==> config.mk <==
export PLATFORM = sky130hd
export DESIGN_NAME = full_adder
export DESIGN_NICKNAME = d
export VERILOG_FILES = /design/src/rtl/full_adder_pkg.sv /design/src/rtl/full_adder_half_adder.sv /design/src/rtl/full_adder.sv
export SDC_FILE = /design/constraint.sdc
export NUM_CORES = 1
export LEC_CHECK = 0
export CAP_MARGIN = 30
export CORE_MARGIN = 2
export CORE_UTILIZATION = 37
export CTS_CLUSTER_DIAMETER = 100
export DETAILED_ROUTE_END_ITERATION = 6
export HOLD_SLACK_MARGIN = 0.12
export MAX_ROUTING_LAYER = met4
export PLACE_DENSITY_LB_ADDON = 0.1
export SLEW_MARGIN = 20
export SYNTH_ARGS = -nofsm -noshare
export SYNTH_HDL_FRONTEND = slang
export SYNTH_HIERARCHICAL = 1
export SYNTH_SLANG_ARGS = --single-unit
export TNS_END_PERCENT = 50
==> constraint.sdc <==
create_clock -name i_clk -period 1.7 [get_ports i_clk]
set_clock_uncertainty 0.15 [all_clocks]
set_input_delay 0.425 -clock i_clk [delete_from_list [all_inputs] [get_ports i_clk]]
set_output_delay 0.425 -clock i_clk [all_outputs]
set_load 0.01 [all_outputs]
==> src/rtl/full_adder_pkg.sv <==
// full_adder_pkg: shared constants and types for the full_adder cell.
// Holds the default counter width, the {cout, sum} result pair and the
// counter saturation value for the default width.
`timescale 1ns/1ps

package full_adder_pkg;

    // Default width of the carry-event counter.
    localparam int CNT_W_DEF = 8;

    // Saturation value of the carry-event counter at the default width.
    localparam logic [CNT_W_DEF-1:0] CNT_SAT_DEF = '1;

    // Two-bit adder result; packing order makes {cout, sum} == a + b + cin.
    typedef struct packed {
        logic cout;
        logic sum;
    } fa_result_t;

    // Behavioural reference: 2-bit arithmetic sum of three single bits.
    function automatic fa_result_t fa_ref(input logic a, input logic b, input logic cin);
        return fa_result_t'(2'(a) + 2'(b) + 2'(cin));
    endfunction

endpackage

==> src/rtl/full_adder_half_adder.sv <==
// half_adder: single-bit half adder, s = a ^ b, c = a & b.
// Two of these plus an OR gate form the full adder.
`timescale 1ns/1ps

module half_adder (
    input  logic a,
    input  logic b,
    output logic s,
    output logic c
);

    assign s = a ^ b;
    assign c = a & b;

endmodule

==> src/rtl/full_adder.sv <==
// full_adder: single-bit full adder with combinational sum/carry, a
// registered copy of the result and a saturating carry-event counter.
// Optional feature macro: FULL_ADDER_SELFCHECK_EN enables a per-edge
// comparison of the gate-level result against a behavioural sum and a
// sticky o_err flag; without it o_err is tied low.
`timescale 1ns/1ps

module full_adder
    import full_adder_pkg::*;
#(
    parameter int CNT_W = CNT_W_DEF
) (
    input  logic             i_a,
    input  logic             i_b,
    input  logic             i_cin,
    output logic             o_sum,
    output logic             o_cout,
    input  logic             i_clk,
    input  logic             i_rst_n,
    output logic             o_sum_q,
    output logic             o_cout_q,
    output logic [CNT_W-1:0] o_carry_cnt,
    output logic             o_err
);

    // Counter holds here instead of wrapping.
    localparam logic [CNT_W-1:0] CNT_SAT = '1;

    logic s1;  // a ^ b
    logic c1;  // a & b
    logic c2;  // (a ^ b) & cin

    half_adder u_ha_ab (
        .a (i_a),
        .b (i_b),
        .s (s1),
        .c (c1)
    );

    half_adder u_ha_cin (
        .a (s1),
        .b (i_cin),
        .s (o_sum),
        .c (c2)
    );

    assign o_cout = c1 | c2;

    // Registered copy of the combinational result, cleared asynchronously.
    // NOTE: state is updated with non-blocking assignments so every flop
    // samples pre-edge values regardless of block ordering.
    always_ff @(posedge i_clk or negedge i_rst_n) begin
        if (!i_rst_n) begin
            o_sum_q  <= 1'b0;
            o_cout_q <= 1'b0;
        end else begin
            o_sum_q  <= o_sum;
            o_cout_q <= o_cout;
        end
    end

    // Count edges on which the carry is high, saturating at all-ones.
    always_ff @(posedge i_clk or negedge i_rst_n) begin
        if (!i_rst_n) begin
            o_carry_cnt <= '0;
        end else if (o_cout && (o_carry_cnt != CNT_SAT)) begin
            o_carry_cnt <= o_carry_cnt + CNT_W'(1);
        end
    end

`ifdef FULL_ADDER_SELFCHECK_EN
    fa_result_t gate_res;
    fa_result_t beh_res;

    assign gate_res = '{cout: o_cout, sum: o_sum};
    assign beh_res  = fa_ref(i_a, i_b, i_cin);

    // Sticky error: any edge where the gate network disagrees with the
    // behavioural sum sets o_err until the next reset.
    always_ff @(posedge i_clk or negedge i_rst_n) begin
        if (!i_rst_n) begin
            o_err <= 1'b0;
        end else if (gate_res != beh_res) begin
            o_err <= 1'b1;
        end
    end
`else
    assign o_err = 1'b0;
`endif

endmodule

* Yosys cells after proc, flatten, opt, wreduce, memory -nomap -nowiden
Index checks and enable logic that the tools add are counted.
** Storage, ports and cells
- Register bits :: 10
- Output and inout bits :: 13
- Input bits :: 5
** Operators by class
- Reduce and logical (&&, ||, !) cells :: 1
- Add/subtract/negate cells :: 1
- Equality and inequality tests :: 1
- Bitwise operators :: 5
** Operator list (number)
- adder 8 x 1 -> 8 bit, second input constant :: 1
- inequality test 8 bit, second input constant :: 1
- AND 1 bit :: 2
- bitwise XOR 1 bit :: 2
- logical AND 1 bit :: 1
- OR 1 bit :: 1

* Logic depth before layout (Yosys ltp)
- Depth in word-level cells :: 4
- Depth in mapped cells :: 6
- Depth with buffers taken out :: 6

* By module
Netlist, hierarchy kept.
** By module, submodules not included
- full_adder :: cells each 40, area an instance 475.5 sq um, seq. area each 250.2 sq um, instances 1
- half_adder :: cells each 1, area an instance 12.5 sq um, seq. area each 0.0 sq um, instances 2

* Worst setup path after synthesis
Ideal clock, no wire load.
- Path type :: in2reg
- Start point :: input port i_a
- End point :: register o_carry_cnt[1]
- Required time :: 1422 ps
- Arrival :: 1673 ps
- Setup time :: 128 ps
- Setup slack :: -250 ps
- Stages :: 6
- Path through :: ha_1 -> ha_1 -> nor2_1 -> inv_1 -> o21ai_4 -> mux2_1
** On the way
- Word-level cells in the longest chain between the ends :: 4
- Elaborated cells between the ends (all ways) :: 5
- Those cells by class :: bitwise (4); reduce/logical (1)
** RTL lines
- start, declared :: RTL line full_adder.sv:13 : input logic i_a,
- bitwise XOR 1 bit :: RTL line full_adder_half_adder.sv:12 : assign s = a ^ b;
- AND 1 bit :: RTL line full_adder_half_adder.sv:13 : assign c = a & b;
- net c2 :: RTL line full_adder.sv:31 : logic c2;
- OR 1 bit :: RTL line full_adder.sv:47 : assign o_cout = c1 | c2;
- net o_cout :: RTL line full_adder.sv:17 : output logic o_cout,
- logical AND 1 bit :: RTL line full_adder.sv:66 : end else if (o_cout && (o_carry_cnt != CNT_SAT)) begin
- end signal, assigned :: RTL line full_adder.sv:67 : o_carry_cnt <= o_carry_cnt + CNT_W'(1);
- end, declared :: RTL line full_adder.sv:22 : output logic [CNT_W-1:0] o_carry_cnt,
The timed path passes the listed nets, and every way through them passes these cells.
A chain may end at the register's enable or synchronous reset.

* Worst setup path after layout
- Start point :: input port i_b
- End point :: output port o_cout
** On the way
- Word-level cells in the longest chain between the ends :: 3
- Elaborated cells between the ends (all ways) :: 4
- Those cells by class :: bitwise (4)
** RTL lines
- start, declared :: RTL line full_adder.sv:14 : input logic i_b,
- bitwise XOR 1 bit :: RTL line full_adder_half_adder.sv:12
- net s1 :: RTL line full_adder.sv:29 : logic s1;
- AND 1 bit :: RTL line full_adder_half_adder.sv:13
- net c2 :: RTL line full_adder.sv:31
- OR 1 bit :: RTL line full_adder.sv:47
- end, declared :: RTL line full_adder.sv:17
The timed path passes the listed nets, and every way through them passes these cells.

==> impl_metrics.py <==
metrics = {
    "run_status": {
        "status": "finished with violations",
        "violations": "negative setup slack",
    },
    "detailed_routing": {
        "drt-vias-per-instance": 4.87,
        "vias": 424,
        "ant_nets": 0,
        "dr.first_iter.drc_count": 7,
        "wl_per_cell_um": 12.9,
        "drc": 0,
        "drtPass1Iterations": 4,
        "routed_wl_mm": 1.12,
    },
    "power": {
        "pwr-share-clk": 0.181,
        "switching_share": 0.361,
        "p_int_uw": 776,
        "design_power_total_mw": 1.21,
        "pwr-share-seq": 0.313,
        "combPwrFrac": 0.506,
        "leakagePower_nw": 0.383,
        "power_density_nw_per_um2": 1480,
        "p_switching_uw": 439,
        "peakVddDrop_v": 0.000661,
    },
    "floorplan": {
        "pin_count": 18,
        "core_um2": 1280,
        "die_area_um2": 1660,
        "row_count": 13,
        "die_h_um": 40.8,
        "die_x_um": 40.8,
        "initial_core_util": 0.389,
    },
    "logic_synthesis": {
        "yosys_warnings": 6,
        "synth.top_cells.by_area": "dfrtp_1 (50%), ha_1 (7.5%), xnor2_1 (5.2%)",
        "synth_edf_count": 0,
        "syn_avg_cell_area_um2": 11.9,
        "synthFlopType": "dfrtp_1",
        "synth_nets": 50,
        "synth_top_cell_area_share": 0.500,
        "synth_seq_cells": 10,
        "async_flop_share": 1.00,
        "yosysTopAreaCell": "dfrtp_1",
        "synth.distinct_cells": 23,
        "seq_area_frac_synth": 0.500,
        "syn-instance-count": 42,
        "syn_area_um2": 500,
    },
    "clock_network": {
        "cts_tree": "done",
        "numClockSinks": 10,
        "cts_htree_levels": 1,
        "clockBufferDepth": 2,
        "cts_root_buf": "clkbuf_4",
        "cts_buffers": 3,
        "clkTransAtPathRegs_ns": 0.07,
        "clock_latency_ns": 0.28,
    },
    "grt": {
        "grt_remaining_overflow": 0,
        "grt_antenna_before_repair": 0,
        "met2_usage": 0.285,
        "met1_usage": 0.204,
        "grt_first_pass_wirelength_mm": 1.82,
        "grt_pass1_vias": 407,
        "use_met3": 0.0326,
        "grt_usage": 0.184,
        "grt_max_degree": 11,
        "grt-busiest-layer": "met2",
    },
    "final_layout": {
        "drive_gt1_frac": 0.431,
        "final_nets": 81,
        "area_growth_pct": 64.2,
        "diodes": 0,
        "final_cell_mix": "dlygate4sd2_1 (11), buf_4 (11), dfrtp_1 (10), buf_6 (4)",
        "final_core_util": 0.640,
    },
    "sta": {
        "hold_viol": 0,
        "slew_violations": 0,
        "min_period_over_period": 1.02,
        "setup_viol": 1,
        "grt_setup_unrepaired": "yes",
        "fin_ws_ns": -0.0271,
        "max_freq_mhz": 579,
        "finalSetupTns_ns": -0.0271,
        "min_period_ns": 1.73,
    },
    "critical_path": {
        "cp.required_ns": 1.12,
        "crit_arrival_ns": 1.15,
        "cp.depth": 6,
        "start_kind": "input pin",
        "crit_family": "adder cells",
        "cp_num_buf_inv": 3,
        "cp-end-kind": "output port",
        "crit_slowest_cell": "ha_4",
        "worstSetupPathType": "input pin to output port",
        "r2r_cells": 6,
        "max_stage_delay_ns": 0.23,
        "crit_path_max_fanout": 2,
        "path_cells": "buf_6, ha_4, ha_4, nor2_4, inv_2, buf_6",
    },
    "placed_design": {
        "dp_hpwl_um": 815,
        "io_buffers": 16,
        "place_congestion": 0.733,
    },
    "min_path": {
        "worstHoldPathType": "input pin to async pin",
    },
    "run": {
        "cap_violations": 0,
    },
}
layer usage:
layer,part of all wire,vias up
met1,0.40,200
met3,0.053,4
li1,-,205
met2,0.53,15
met5,0,-
met4,0.020,0
cells by family after synthesis:
| kind of cell | share of synthesized area |
|---|---|
| buf+inv | 0.0225 |
| simple gates | 0.175 |
| mux | 0.0750 |
| xor+xnor | 0.0525 |
| other cells | 0.00749 |
| compound gates | 0.0925 |
| flops | 0.500 |
| fa+ha+maj | 0.0750 |
worst paths after layout:
kind                                  endpoint  slack [ns]           start
max in group asynchronous              o_sum_q        0.75         i_rst_n
worst max-delay path                    o_cout       -0.03             i_b
min in group i_clk                     o_sum_q        0.36             i_a
worst min register to register  o_carry_cnt[4]        0.43  o_carry_cnt[4]
worst max register to register  o_carry_cnt[6]        0.08  o_carry_cnt[0]
worst min-delay path            o_carry_cnt[5]        0.32         i_rst_n
Yosys cell counts, types with 2 or more instances:
cell type,count
nor2_1,3
xnor2_1,3
nand3_1,3
nand2_1,2
a21oi_1,2
ha_1,3
dfrtp_1,10
state kept, by name (all words and copies together) (netlist names):
name         count
o_carry_cnt      8
o_cout_q         1
o_sum_q          1
per-stage QoR:
step / std cells / hold slack (ns) / cell area [um2] / worst slack [ns]
3_3_place_gp: 79 / 0.360 / 759 / -0.804
3_5_place_dp: 79 / 0.378 / 759 / -0.825
6_report: 87 / 0.320 / 822 / -0.0271
2_1_floorplan: 42 / -0.0206 / 536 / -0.0178
5_1_grt: 87 / 0.366 / 822 / -0.0493
4_1_cts: 87 / 0.337 / 817 / -0.0555
power by group through the flow:
| stage | sequential (mW) | clock (mW) | combinational [mW] |
|---|---|---|---|
| after detailed placement | 0.427 | 0 | 0.549 |
| final | 0.380 | 0.220 | 0.614 |
| after floorplan | 0.483 | 0 | 0.192 |
| after global placement | 0.421 | 0 | 0.539 |
| after global routing | 0.393 | 0.239 | 0.674 |
| after CTS | 0.378 | 0.225 | 0.606 |
area by class of cell:
class | count | area (um2)
Multi-Input combinational cell | 30 | 279
Inverter | 1 | 3.75
Sequential cell | 10 | 250
Clock buffer | 4 | 36.3
Tap cell | 15 | 18.8
Fill cell | 102 | 463
Timing Repair Buffer | 27 | 234
timing repair:
| action | CTS | global route |
|---|---|---|
| endpoints found under the setup margin | 20 | 3 |
| gates resized for setup | 31 | 1 |
| setup buffers | 4 | 0 |
| pin swaps | 3 | 3 |
| hold buffers | 0 | 0 |
| gates cloned | 0 | 0 |
No activity file was read; power rests on OpenSTA's default activity.
